$ cat src/rtl/lcd_overlay_pkg.sv
// ---------------------------------------------------------------------------
// lcd_overlay_pkg
// Shared definitions for the LCD overlay controller:
//   - coordinate widths (10-bit corner markers, 12-bit 4x accumulated centre)
//   - default park value for markers that have gone stale
//   - commit FSM state encoding
//   - the packed coordinate-set type and a helper that builds a parked set
// ---------------------------------------------------------------------------
package lcd_overlay_pkg;

    localparam int XY_W  = 10;
    localparam int CXY_W = 12;

    localparam logic [XY_W-1:0] PARK_XY_DEFAULT = 10'h3FF;

    typedef enum logic [1:0] {
        IDLE    = 2'd0,
        PENDING = 2'd1,
        COMMIT  = 2'd2
    } ovl_state_e;

    // One complete marker set, in the order the detector presents it.
    typedef struct packed {
        logic [XY_W-1:0]  top_x;
        logic [XY_W-1:0]  top_y;
        logic [XY_W-1:0]  bottom_x;
        logic [XY_W-1:0]  bottom_y;
        logic [XY_W-1:0]  left_x;
        logic [XY_W-1:0]  left_y;
        logic [XY_W-1:0]  right_x;
        logic [XY_W-1:0]  right_y;
        logic [CXY_W-1:0] centre_x;
        logic [CXY_W-1:0] centre_y;
    } coord_set_t;

    // Parked set: every 10-bit field = park_xy, the centre = {park_xy, 2'b11}
    // so that the 4x accumulated centre lands on the same off-screen spot.
    function automatic coord_set_t park_set(input logic [XY_W-1:0] park_xy);
        coord_set_t s;
        s.top_x    = park_xy;
        s.top_y    = park_xy;
        s.bottom_x = park_xy;
        s.bottom_y = park_xy;
        s.left_x   = park_xy;
        s.left_y   = park_xy;
        s.right_x  = park_xy;
        s.right_y  = park_xy;
        s.centre_x = {park_xy, 2'b11};
        s.centre_y = {park_xy, 2'b11};
        return s;
    endfunction

endpackage

$ cat src/rtl/key_debounce.sv
// ---------------------------------------------------------------------------
// key_debounce
// Synchronises the raw active-low user key, waits for it to hold the same
// level for DEBOUNCE_CYCLES clocks, and emits a single-cycle press pulse on
// each debounced 1->0 (release->pressed) transition.
//
// Ports:
//   clk    in   pixel clock
//   rst_n  in   asynchronous active-low reset
//   key_n  in   raw key, active low, asynchronous to clk
//   press  out  1-cycle pulse per debounced press
// ---------------------------------------------------------------------------
module key_debounce #(
    parameter int DEBOUNCE_CYCLES = 500000
) (
    input  logic clk,
    input  logic rst_n,
    input  logic key_n,
    output logic press
);

    localparam int CNT_W = (DEBOUNCE_CYCLES > 1) ? $clog2(DEBOUNCE_CYCLES) : 1;
    localparam logic [CNT_W-1:0] CNT_MAX = CNT_W'(DEBOUNCE_CYCLES - 1);

    logic             r_key_meta;
    logic             r_key_sync;
    logic             r_key_prev;
    logic [CNT_W-1:0] r_cnt;
    logic             r_stable;
    logic             r_stable_prev;
    logic             w_level_same;

    assign w_level_same = (r_key_sync == r_key_prev);

    always_ff @(posedge clk or negedge rst_n) begin
        if (!rst_n) begin
            r_key_meta    <= 1'b1;
            r_key_sync    <= 1'b1;
            r_key_prev    <= 1'b1;
            r_cnt         <= '0;
            r_stable      <= 1'b1;
            r_stable_prev <= 1'b1;
        end else begin
            r_key_meta    <= key_n;
            r_key_sync    <= r_key_meta;
            r_key_prev    <= r_key_sync;
            r_stable_prev <= r_stable;
            // Any bounce restarts the count; the counter parks at CNT_MAX
            // while the level stays put.
            if (!w_level_same) begin
                r_cnt <= '0;
            end else if (r_cnt != CNT_MAX) begin
                r_cnt <= r_cnt + CNT_W'(1);
            end
            if (w_level_same && (r_cnt == CNT_MAX)) begin
                r_stable <= r_key_sync;
            end
        end
    end

    assign press = r_stable_prev & ~r_stable;

endmodule

$ cat src/rtl/lcd_overlay_ctrl.sv
// ---------------------------------------------------------------------------
// lcd_overlay_ctrl
// Feeds marker coordinates and the overlay-enable control to the LCD
// timing/overlay driver. Detector sets land in shadow registers and are
// committed to the driver only at frame start so markers never tear. If no
// commit happens for STALE_FRAMES frames the markers are parked off-screen.
// A debounced key press toggles the overlay at the next frame start.
//
// Handshake: a coordinate set transfers on any clock edge where det_valid
// and det_ready are both high; det_ready is low only in the single COMMIT
// cycle, and det_valid may be raised or dropped at any time.
//
// Ports:
//   clk, rst_n         pixel clock, asynchronous active-low reset
//   lcd_framesync      driver vertical sync (active low, resynchronised here)
//   key_n              raw user key (active low, asynchronous)
//   det_valid/ready    detector handshake
//   det_*_x/y          detector coordinates (10-bit, centre 12-bit)
//   *_pos_x/y          active coordinates to the driver
//   overlay_off        driver button_1: 1 = raw video, 0 = markers drawn
//   markers_stale      markers currently parked
//   dbg_state          commit FSM state
// ---------------------------------------------------------------------------
import lcd_overlay_pkg::*;

module lcd_overlay_ctrl #(
    parameter int              DEBOUNCE_CYCLES = 500000,
    parameter int              STALE_FRAMES    = 8,
    parameter logic [XY_W-1:0] PARK_XY         = PARK_XY_DEFAULT
) (
    input  logic              clk,
    input  logic              rst_n,
    input  logic              lcd_framesync,
    input  logic              key_n,
    input  logic              det_valid,
    output logic              det_ready,
    input  logic [XY_W-1:0]   det_top_x,
    input  logic [XY_W-1:0]   det_top_y,
    input  logic [XY_W-1:0]   det_bottom_x,
    input  logic [XY_W-1:0]   det_bottom_y,
    input  logic [XY_W-1:0]   det_left_x,
    input  logic [XY_W-1:0]   det_left_y,
    input  logic [XY_W-1:0]   det_right_x,
    input  logic [XY_W-1:0]   det_right_y,
    input  logic [CXY_W-1:0]  det_centre_x,
    input  logic [CXY_W-1:0]  det_centre_y,
    output logic [XY_W-1:0]   top_pos_x,
    output logic [XY_W-1:0]   top_pos_y,
    output logic [XY_W-1:0]   bottom_pos_x,
    output logic [XY_W-1:0]   bottom_pos_y,
    output logic [XY_W-1:0]   left_pos_x,
    output logic [XY_W-1:0]   left_pos_y,
    output logic [XY_W-1:0]   right_pos_x,
    output logic [XY_W-1:0]   right_pos_y,
    output logic [CXY_W-1:0]  centre_pos_x,
    output logic [CXY_W-1:0]  centre_pos_y,
    output logic              overlay_off,
    output logic              markers_stale,
    output logic [1:0]        dbg_state
);

    localparam int ST_W = $clog2(STALE_FRAMES + 1);
    localparam logic [ST_W-1:0] ST_MAX = ST_W'(STALE_FRAMES);
    localparam coord_set_t PARK_SET = park_set(PARK_XY);

    ovl_state_e       r_state;
    ovl_state_e       w_state_next;
    coord_set_t       r_shadow;
    coord_set_t       r_active;
    coord_set_t       w_det_set;
    logic [ST_W-1:0]  r_stale_cnt;
    logic             r_stale;
    logic             r_fs_meta;
    logic             r_fs_sync;
    logic             r_fs_prev;
    logic             r_pending_toggle;
    logic             r_overlay_off;
    logic             w_frame_start;
    logic             w_xfer;
    logic             w_press;

    key_debounce #(
        .DEBOUNCE_CYCLES (DEBOUNCE_CYCLES)
    ) u_key_debounce (
        .clk   (clk),
        .rst_n (rst_n),
        .key_n (key_n),
        .press (w_press)
    );

    assign w_det_set = '{
        top_x:    det_top_x,    top_y:    det_top_y,
        bottom_x: det_bottom_x, bottom_y: det_bottom_y,
        left_x:   det_left_x,   left_y:   det_left_y,
        right_x:  det_right_x,  right_y:  det_right_y,
        centre_x: det_centre_x, centre_y: det_centre_y
    };

    assign det_ready     = (r_state != COMMIT);
    assign w_xfer        = det_valid && det_ready;
    // Falling edge of the synchronised vsync marks the start of a frame.
    assign w_frame_start = r_fs_prev & ~r_fs_sync;

    // ---------------- commit FSM ----------------
    always_ff @(posedge clk or negedge rst_n) begin
        if (!rst_n) begin
            r_state <= IDLE;
        end else begin
            r_state <= w_state_next;
        end
    end

    always_comb begin
        w_state_next = r_state;
        case (r_state)
            IDLE: begin
                // A set arriving on the frame-start cycle still makes this frame.
                if (w_xfer && w_frame_start) begin
                    w_state_next = COMMIT;
                end else if (w_xfer) begin
                    w_state_next = PENDING;
                end
            end
            PENDING: begin
                if (w_frame_start) begin
                    w_state_next = COMMIT;
                end
            end
            COMMIT:  w_state_next = IDLE;
            default: w_state_next = IDLE;
        endcase
    end

    // ---------------- datapath ----------------
    always_ff @(posedge clk or negedge rst_n) begin
        if (!rst_n) begin
            r_fs_meta        <= 1'b1;
            r_fs_sync        <= 1'b1;
            r_fs_prev        <= 1'b1;
            r_shadow         <= PARK_SET;
            r_active         <= PARK_SET;
            r_stale_cnt      <= '0;
            r_stale          <= 1'b1;
            r_pending_toggle <= 1'b0;
            r_overlay_off    <= 1'b1;
        end else begin
            r_fs_meta <= lcd_framesync;
            r_fs_sync <= r_fs_meta;
            r_fs_prev <= r_fs_sync;

            // Latest set wins while waiting for the frame boundary.
            if (w_xfer) begin
                r_shadow <= w_det_set;
            end

            if (r_state == COMMIT) begin
                r_active    <= r_shadow;
                r_stale_cnt <= '0;
                r_stale     <= 1'b0;
            end else if ((r_state == IDLE) && w_frame_start && !w_xfer) begin
                if (r_stale_cnt != ST_MAX) begin
                    r_stale_cnt <= r_stale_cnt + ST_W'(1);
                end
                // Park on the frame where the count reaches the limit (and
                // keep parked while it stays saturated).
                if (r_stale_cnt >= ST_MAX - ST_W'(1)) begin
                    r_active <= PARK_SET;
                    r_stale  <= 1'b1;
                end
            end

            // Presses collapse into one toggle applied at the frame boundary.
            if (w_frame_start && (r_pending_toggle || w_press)) begin
                r_overlay_off    <= ~r_overlay_off;
                r_pending_toggle <= 1'b0;
            end else if (w_press) begin
                r_pending_toggle <= 1'b1;
            end
        end
    end

    assign top_pos_x     = r_active.top_x;
    assign top_pos_y     = r_active.top_y;
    assign bottom_pos_x  = r_active.bottom_x;
    assign bottom_pos_y  = r_active.bottom_y;
    assign left_pos_x    = r_active.left_x;
    assign left_pos_y    = r_active.left_y;
    assign right_pos_x   = r_active.right_x;
    assign right_pos_y   = r_active.right_y;
    assign centre_pos_x  = r_active.centre_x;
    assign centre_pos_y  = r_active.centre_y;
    assign overlay_off   = r_overlay_off;
    assign markers_stale = r_stale;
    assign dbg_state     = r_state;

endmodule

$ cat config.mk
export PLATFORM = sky130hd
export DESIGN_NAME = lcd_overlay_ctrl
export DESIGN_NICKNAME = d
export VERILOG_FILES = /design/src/rtl/lcd_overlay_pkg.sv /design/src/rtl/key_debounce.sv /design/src/rtl/lcd_overlay_ctrl.sv
export SDC_FILE = /design/constraint.sdc
export NUM_CORES = 1
export LEC_CHECK = 0
export ABC_AREA = 1
export CORE_ASPECT_RATIO = 0.75
export CORE_MARGIN = 10
export CORE_UTILIZATION = 55
export DETAILED_ROUTE_END_ITERATION = 8
export GPL_ROUTABILITY_DRIVEN = 0
export GPL_TIMING_DRIVEN = 0
export PLACE_DENSITY = 0.88
export SLEW_MARGIN = 25
export SYNTH_ARGS = -nofsm -noshare
export SYNTH_HDL_FRONTEND = slang
export SYNTH_SLANG_ARGS = --single-unit
$ cat constraint.sdc
create_clock -name clk -period 2.6 [get_ports clk]
set_clock_uncertainty 0.1 [all_clocks]
set_input_delay 0.78 -clock clk [delete_from_list [all_inputs] [get_ports clk]]
set_output_delay 0.78 -clock clk [all_outputs]
set_load 0.01 [all_outputs]
==> metrics.txt, run 1 <==
count of cell types in the netlist 29; FP Rows 43; cell depth of the worst setup path 4; total track usage 0.198; CP cell instances nor2_4 > inv_2 > buf_12 > dlygate4sd2_1; power density over the cells between 1000 and 1500 nW/µm²; largest area contributor in the netlist dfstp_2; Crit path arrival time ~1.7 ns; placed cell count 1369; max-cap violation count 0; CTS tree yes; WL per Instance 17.8 µm; Finished Core Util 0.744; final hold vios 0; Worst-path clk slew 0.06 ns; commonest non-fill, non-tap cell in the layout dfstp_2; outcome completed; DR vias 7133; total gr overflow 0; DIE AREA 24700 µm²; cells on worst reg2reg path 8; dominant cells by area after synthesis dfstp_2 55%, mux2_2 9.1%, dfrtp_1 6.3%, nor2_1 5.4%, inv_1 4.9%; routed wire length 25.2 mm; met3 Track Usage GR 0.0482; Synth-to-Final Area Change 32.9%; global-route wire length before repair 39.7 mm; Sink Count between 200 and 250; Post-CTS Hold Fix Bufs 0; part of the cycle the worst path needs 0.976; Fmax just under 400 MHz; Hold Crit Class in2async; clk root buf clkbuf_16; final cell count without fillers 1412; worst rel slew slack 0.609; Post-Syn Area 10300 µm²; share of layout cells above drive strength 1 0.368; hold slack 0.150 ns; syn nets 1016; Synth Register Bits around 240; CTS buffer count 24; DRT Pass-1 Iters 5; Final Setup Violations 0; die width 178 µm; CTS H-Tree Depth 1; most frequent cells in the layout 218 x dfstp_2, 215 x clkdlybuf4s50_1, 148 x nor2_1, 134 x inv_1, 83 x mux2_2; hpwl dp 17.7 mm; Largest stage delay, worst path 0.44 ns; largest net degree at the start of global routing 100; CTS resizes 3; port buffer count around 220; Worst Setup Path Type reg2out; diodes inserted 0; Core ar. approximately 18000 µm²; CP max-delay cell dfrtp_2; nets 1260; # DRC 0; Final Max Slew Viols 0; Tot Pwr 14300 µW; vias in the first global route 7388; Max Fanout on Critical Path 19; Worst VDD drop 588 µV; clock tree buffer depth 3; worst slew pin tran 0.586 ns; min cycle time layout 2.54 ns; setup TNS 0 ns; DRT antenna net count 0; die height 139 µm; worst-skew pair later-pin latency 0.51 ns; Initial DRC Count 452; CP bufs+invs 3; Worst Setup End Kind primary output; met1 Usage GRT 0.262; Starting Density 0.560; top cell type's share of synthesized area 0.555; Ports ~220; DR vias/cell ~5.1; CP delay by family, top buffers and inverters; filler cell count 1200; grt peak-use layer met2; average cell area after synthesis 11.4 µm²; r2r setup slk 0.64 ns; post-synthesis sequential area ratio 0.618; GR Util met2 0.323; Gate Count Post-Synth around 900; Post-CTS Setup Bufs 0; initial antenna violation count 0; crit start category flop; Req. time, crit path 1.72 ns; static leakage 0.00574 µW; Yosys warning total 0
path summary, 6_finish.rpt:
check | from | to
setup / recovery | dbg_state[0]$_DFFE_PN0P_ | det_ready
hold / removal | rst_n | u_key_debounce.r_cnt[1]$_DFFE_PN0P_
setup reg to reg | u_key_debounce.r_cnt[0]$_DFFE_PN0P_ | u_key_debounce.r_cnt[0]$_DFFE_PN0P_
hold reg to reg | u_key_debounce.r_key_meta$_DFF_PN1_ | u_key_debounce.r_key_sync$_DFF_PN1_
max in group asynchronous | rst_n | top_pos_x[9]$_DFFE_PN1P_
min in group clk | u_key_debounce.r_key_meta$_DFF_PN1_ | u_key_debounce.r_key_sync$_DFF_PN1_
metrics by stage:
| step | setup WS, ns | cell area, µm² |
|---|---|---|
| 2_1_floorplan | 0.675 | 10300 |
| 3_3_place_gp | -9.19 | 12800 |
| 3_5_place_dp | -0.138 | 12900 |
| 4_1_cts | 0.0285 | 13700 |
| 5_1_grt | -0.00315 | 13700 |
| 6_report | 0.0614 | 13700 |
power breakdown:
part	leakage (µW)	internal, µW	switching (µW)
clock network	0.000410	2190	1440
registers	0.00264	5630	628
logic	0.00269	2450	1930
total	0.00574	10300	3990
layer usage:
layer  vias up  share of wire
met5         -              0
li1       3353              -
met1      3501           0.43
met2       252           0.48
met4         0          0.016
met3        27          0.079
registers in the layout (all words and copies together) (netlist names), 2 cells and up:
register and count:
centre_pos_y 12, left_pos_x 10, centre_pos_x 12, dbg_state 2, right_pos_y 10, r_stale_cnt 4
u_key_debounce.r_cnt 19, left_pos_y 10, top_pos_x 10, bottom_pos_y 10, r_shadow 104, top_pos_y 10
right_pos_x 10, bottom_pos_x 10
Yosys cell counts, drive strengths merged:
library cell  instances
a21oi               113
buf                  26
clkbuf               10
dfrtp                26
dfstp               218
ha                    4
inv                 135
mux2                104
nand2                70
nand3                18
nand3b                1
nand4                 6
nor2                150
nor3                  2
o21ai                11
o31ai                 1
or2                   2
xnor2                 2
xor2                  4
kinds of logic after synthesis:
| group | after synthesis | share of synthesized area |
|---|---|---|
| XOR/XNOR | 6 | 0.00509 |
| flip-flops | 244 | 0.618 |
| AO/OA/AOI/OAI | 125 | 0.0871 |
| adder cells (fa/ha/maj) | 4 | 0.00485 |
| multiplexers | 104 | 0.113 |
| buffers and inverters | 171 | 0.0760 |
| AND/OR/NAND/NOR | 249 | 0.0960 |
area by class of cell:
type / count / area (µm²) / area share
Buffer: 35 / 283 / 0.0206
Timing Repair Buffer: 219 / 2230 / 0.163
Inverter: 135 / 507 / 0.0369
Multi-Input combinational cell: 488 / 3170 / 0.231
Clock buffer: 37 / 752 / 0.0548
Sequential cell: 244 / 6380 / 0.465
Tap cell: 247 / 309 / 0.0225
Clock inverter: 7 / 91.3 / 0.00666
Power figures use the tool's default switching activity.
==> inputs of run 2 (changes only) <==
--- a/config.mk
+++ b/config.mk
@@ -8,8 +8,9 @@
 export ABC_AREA = 1
 export CORE_ASPECT_RATIO = 0.75
 export CORE_MARGIN = 10
-export CORE_UTILIZATION = 55
+export CORE_UTILIZATION = 65
 export DETAILED_ROUTE_END_ITERATION = 8
+export DONT_BUFFER_PORTS = 1
 export GPL_ROUTABILITY_DRIVEN = 0
 export GPL_TIMING_DRIVEN = 0
 export PLACE_DENSITY = 0.88
==> run 2 against run 1 <==
First-iteration DRC count increased by 8.0%. Largest power group unchanged. Sequential power increased by 12%. Worst hold slack got worse by 0.11 ns. Flip-flop and latch count unchanged. Sequential share of layout area increased by 9.8 points. Routed wire length decreased by 7.6%. Via count decreased by 12%. Critical path depth increased by 1. Critical endpoint unchanged. Utilization decreased by 0.90 points. Final cell count decreased by 18%. Power decreased by 15%. Clock power decreased by 13%.
==> metrics.txt, run 2 (same netlist as run 1, synthesis figures left out) <==
worst-skew pair later-pin latency 0.49 ns; static leakage 0.00483 µW; vias in the first global route 6528; total track usage 0.212; DR vias 6247; crit path from dbg_state[1]$_DFFE_PN0P_; Worst Setup Path Type reg2out; DIE AREA ~21000 µm²; worst slew pin tran 0.621 ns; die width ~170 µm; routed wire length 23.3 mm; FP Rows 39; pre-CTS setup slack 0.416 ns; Final Setup Violations 0; WL per Instance 20.2 µm; # DRC 0; Worst Setup End Kind primary output; Ports 218; Largest register FFs between 100 and 150; DRT Pass-1 Iters 5; Worst VDD drop 666 µV; Starting Density 0.670; power density over the cells 1070 nW/µm²; setup TNS 0 ns; total gr overflow 0; Worst Setup EP det_ready; Finished Core Util 0.735; Post-CTS Setup Bufs 0; die height 129 µm; DR vias/cell approximately 5.4; DRT antenna net count 0; part of the cycle the worst path needs 0.951; area of the multi-input gates 3170 µm²; crit start category flop; hpwl dp roughly 16 mm; max-cap violation count 0; nets 1042; Sink Count 244; Synth-to-Final Area Change 9.68%; worst rel slew slack 0.586; register area 6380 µm²; CTS buffer count 23; min cycle time layout 2.47 ns; Fmax 405 MHz; global-route wire length before repair approximately 36 mm; port buffer count 0; Req. time, crit path 1.72 ns; clk root buf clkbuf_16; CTS H-Tree Depth 1; Core ar. 15400 µm²; Largest Register r_shadow; Worst-path clk slew 0.07 ns; worst r2r dst bottom_pos_x[6]$_DFFE_PN1P_; largest net degree at the start of global routing 220; initial antenna violation count 1; RSZ-0062 raised after global routing no; Largest regs r_shadow x104, u_key_debounce.r_cnt x19; CTS tree yes; clock tree buffer depth 3; Max Fanout on Critical Path 10; outcome completed; filler cell count 975; most frequent cells in the layout 218 x dfstp_2, 148 x nor2_1, 134 x inv_1, 83 x mux2_2, 69 x nand2_1; cells on worst reg2reg path 8; r2r startpoint r_fs_prev$_DFF_PN1_; Crit path arrival time 1.59 ns; Initial DRC Count roughly 490; r2r setup slk 0.66 ns; share of layout cells above drive strength 1 0.448; Final Max Slew Viols 0; commonest non-fill, non-tap cell in the layout dfstp_2; final hold vios 0; Hold Crit Class in2async; PnR worst setup slack 0.128 ns
-- run 2: changes by cell type in the layout (fill, tap and decap cells not counted), moves of 2 or more --
| cell | previous run | this run |
|---|---|---|
| clkdlybuf4s50_1 | 215 | 0 |
| clkbuf_16 | 26 | 23 |
| bufinv_16 | 2 | 0 |
| buf_16 | 2 | 0 |
-- run 2: routing by layer --
metal | up-vias | global-route usage | part of all wire
li1 | 2924 | - | -
met1 | 3106 | 0.271 | 0.41
met2 | 196 | 0.351 | 0.48
met3 | 21 | 0.0703 | 0.096
met4 | 0 | 0.0412 | 0.012
met5 | - | 0 | 0
-- run 2: worst min-delay path by stage --
| stage | to | cells after the start | slack, ns | from |
|---|---|---|---|---|
| global route | u_key_debounce.r_key_sync$_DFF_PN1_ | 0 | 0.01 | rst_n |
| detailed placement | r_fs_sync$_DFF_PN1_ | 0 | 0.25 | r_fs_meta$_DFF_PN1_ |
| CTS | u_key_debounce.r_key_sync$_DFF_PN1_ | 0 | 0.02 | rst_n |
| floorplan | r_fs_sync$_DFF_PN1_ | 0 | 0.25 | r_fs_meta$_DFF_PN1_ |
| finish | r_pending_toggle$_DFFE_PN0P_ | 1 | 0.04 | rst_n |
| global placement | u_key_debounce.r_key_sync$_DFF_PN1_ | 0 | 0.25 | u_key_debounce.r_key_meta$_DFF_PN1_ |
-- run 2: area by class of cell --
type | instances | share of cell area
Sequential cell | 244 | 0.563
Multi-Input combinational cell | 488 | 0.280
Clock buffer | 34 | 0.0589
Inverter | 135 | 0.0447
Buffer | 36 | 0.0249
Tap cell | 205 | 0.0226
Clock inverter | 7 | 0.00398
Timing Repair Buffer | 1 | 0.00177
Antenna cell | 1 | 0.000221
-- run 2: worst max-delay path, cell delays in order (launching register included) --
cell,delay (ns)
dfrtp_1,0.43
inv_1,0.13
nor2_4,0.05
inv_2,0.10
buf_6,0.17
buf_4,0.21
-- run 2: repair_timing --
action / CTS / global route
endpoints found under the setup margin: 1 / 1
hold endpoints to repair: 26 / 0
hold buffers: 1 / 0
gates resized for setup: 1 / 4
-- run 2: report_power, final --
part | switching, µW | internal (µW) | total [µW]
Combinational | 960 | 911 | 1870
Sequential | 1340 | 5700 | 7030
Clock | 1390 | 1780 | 3170
-- run 2: stage by stage --
| stage | power [µW] | hold WS (ns) | cell area, µm² | instances |
|---|---|---|---|---|
| after floorplan | 8220 | 0.245 | 10300 | 903 |
| after global placement | 8730 | 0.246 | 10600 | 1108 |
| after detailed placement | 8930 | 0.249 | 10600 | 1108 |
| after CTS | 12200 | 0.0195 | 11300 | 1150 |
| after global routing | 12700 | 0.0108 | 11300 | 1150 |
| final | 12100 | 0.0384 | 11300 | 1151 |
==> patch (config.mk and constraints of run 1) <==
Change the parameter `STALE_FRAMES` from 8 to 16.
--- a/src/rtl/lcd_overlay_ctrl.sv
+++ b/src/rtl/lcd_overlay_ctrl.sv
@@ -26,5 +26,5 @@
 module lcd_overlay_ctrl #(
     parameter int              DEBOUNCE_CYCLES = 500000,
-    parameter int              STALE_FRAMES    = 8,
+    parameter int              STALE_FRAMES    = 16,
     parameter logic [XY_W-1:0] PARK_XY         = PARK_XY_DEFAULT
 ) (
Behaviour: same outputs for any inputs over 4 cycles, from zero or initial values and one cycle with rst_n low; that may be too few to reach the edited logic, so the function may still have changed.
==> patch against run 1 <==
Hold slack gained 97 ps. Worst setup slack gained 23 ps. Synthesized area is 0.16% higher. Sequential cell count rose by 1. Utilization fell by 0.34 points. Routed wire length hardly changed. Fmax up 0.92%. Final cell count shrank 0.14%. Non-clock buffer count down 1. Total power is 2.1% lower. Cell area shrank 0.46%. Critical endpoint is now overlay_off. Largest cell class unchanged.
==> patch: results <==
[final_layout]
drive_gt1_frac = 0.338
finalNetCount = 1258

[critical_path]
startpoint_of_the_most_critical_register_to_register_path = r_stale_cnt[0]
regToRegEndpoint = left_pos_x[9]
timing.critical_path.to = overlay_off
crit_arrival_ps = 1640
cpMaxStageDelayCell = clkdlybuf4s50_1
critPathLaunch = overlay_off
crit_path_max_incr_delay_ps = 570

[global_route]
via_count_of_the_first_global_routing_pass = 7548
globalRouteTotalUtil = 0.201
grt_max_degree = 95

[pwr]
switching_share = 0.288

[min_path]
timing.hold.worst.class = reg2reg

[detailed_routing]
detail_route.iter0.violations = 442
via_count = 7137
route.detailed.wl_per_inst_um = 17.9

[yosys]
synth_fp_nets = 1013
yosysSeqAreaShare = 0.619
mux_share_of_post_synthesis_cell_area = 0.113
synth_area_in_compound_gates = 0.0871
netlist-cell-type-count = 31
xor_xnor_share_of_the_synthesized_area = 0.00593
post_synth_main_area_contributors = dfstp_2, dfrtp_1, mux2_2, mux2_1, nor2_1

[clock_network]
numCtsBuffers = 25

[placed_design]
dpl-instance-area_um2 = 12900
place_hpwl_mm = 18.2

[status]
outcome = finished clean
patch: changes by cell type after synthesis, moves of 3 or more:
cell | before | now
mux2_1 | 21 | 51
mux2_2 | 83 | 53
nand2_1 | 69 | 56
nand4_1 | 6 | 11
buf_2 | 11 | 7
clkbuf_1 | 9 | 13
buf_6 | 11 | 8
patch: power groups by stage:
stage | registers, mW | clock network, mW | logic [mW]
detailed placement | 6.32 | 0 | 4.39
finish | 6.29 | 3.33 | 4.35
CTS | 6.29 | 3.41 | 4.43
global placement | 6.25 | 0 | 4.26
floorplan | 6.67 | 0 | 1.55
global route | 6.43 | 3.58 | 4.71
patch: final cells by class:
type,instances,area [um^2],share of cell area
sequential,245,6400,0.469
tap,247,309,0.0226
multi-input combinational,482,3180,0.233
inverter,137,514,0.0376
buffer,34,260,0.0191
clock inverter,12,75.1,0.00550
clock buffer,34,689,0.0505
timing repair buffer,219,2230,0.163
patch: metal layers:
metal	up-vias	share of wire	global-route usage
met5	-	0	0
met4	0	0.016	0.0382
met3	33	0.081	0.0593
met2	220	0.47	0.321
met1	3525	0.44	0.269
li1	3359	-	-
patch: how the worst min path moves through the flow:
stage	slack, ps	start	depth (start not counted)	endpoint
2_1_floorplan	250	r_fs_meta	0	r_fs_sync
3_3_place_gp	250	r_fs_meta	0	r_fs_sync
3_5_place_dp	250	u_key_debounce.r_key_meta	0	u_key_debounce.r_key_sync
4_1_cts	250	r_fs_meta	0	r_fs_sync
5_1_grt	250	r_fs_meta	0	r_fs_sync
6_report	250	r_fs_meta	0	r_fs_sync
patch: through the flow:
step	util	setup WS, ps	cells	hold slack, ps
after floorplan	-	693	899	245
after global placement	0.695	-9210	1363	246
after detailed placement	0.698	-245	1365	247
after CTS	0.740	45.8	1410	248
after global routing	0.740	21.0	1410	250
final	0.740	84.5	1410	247
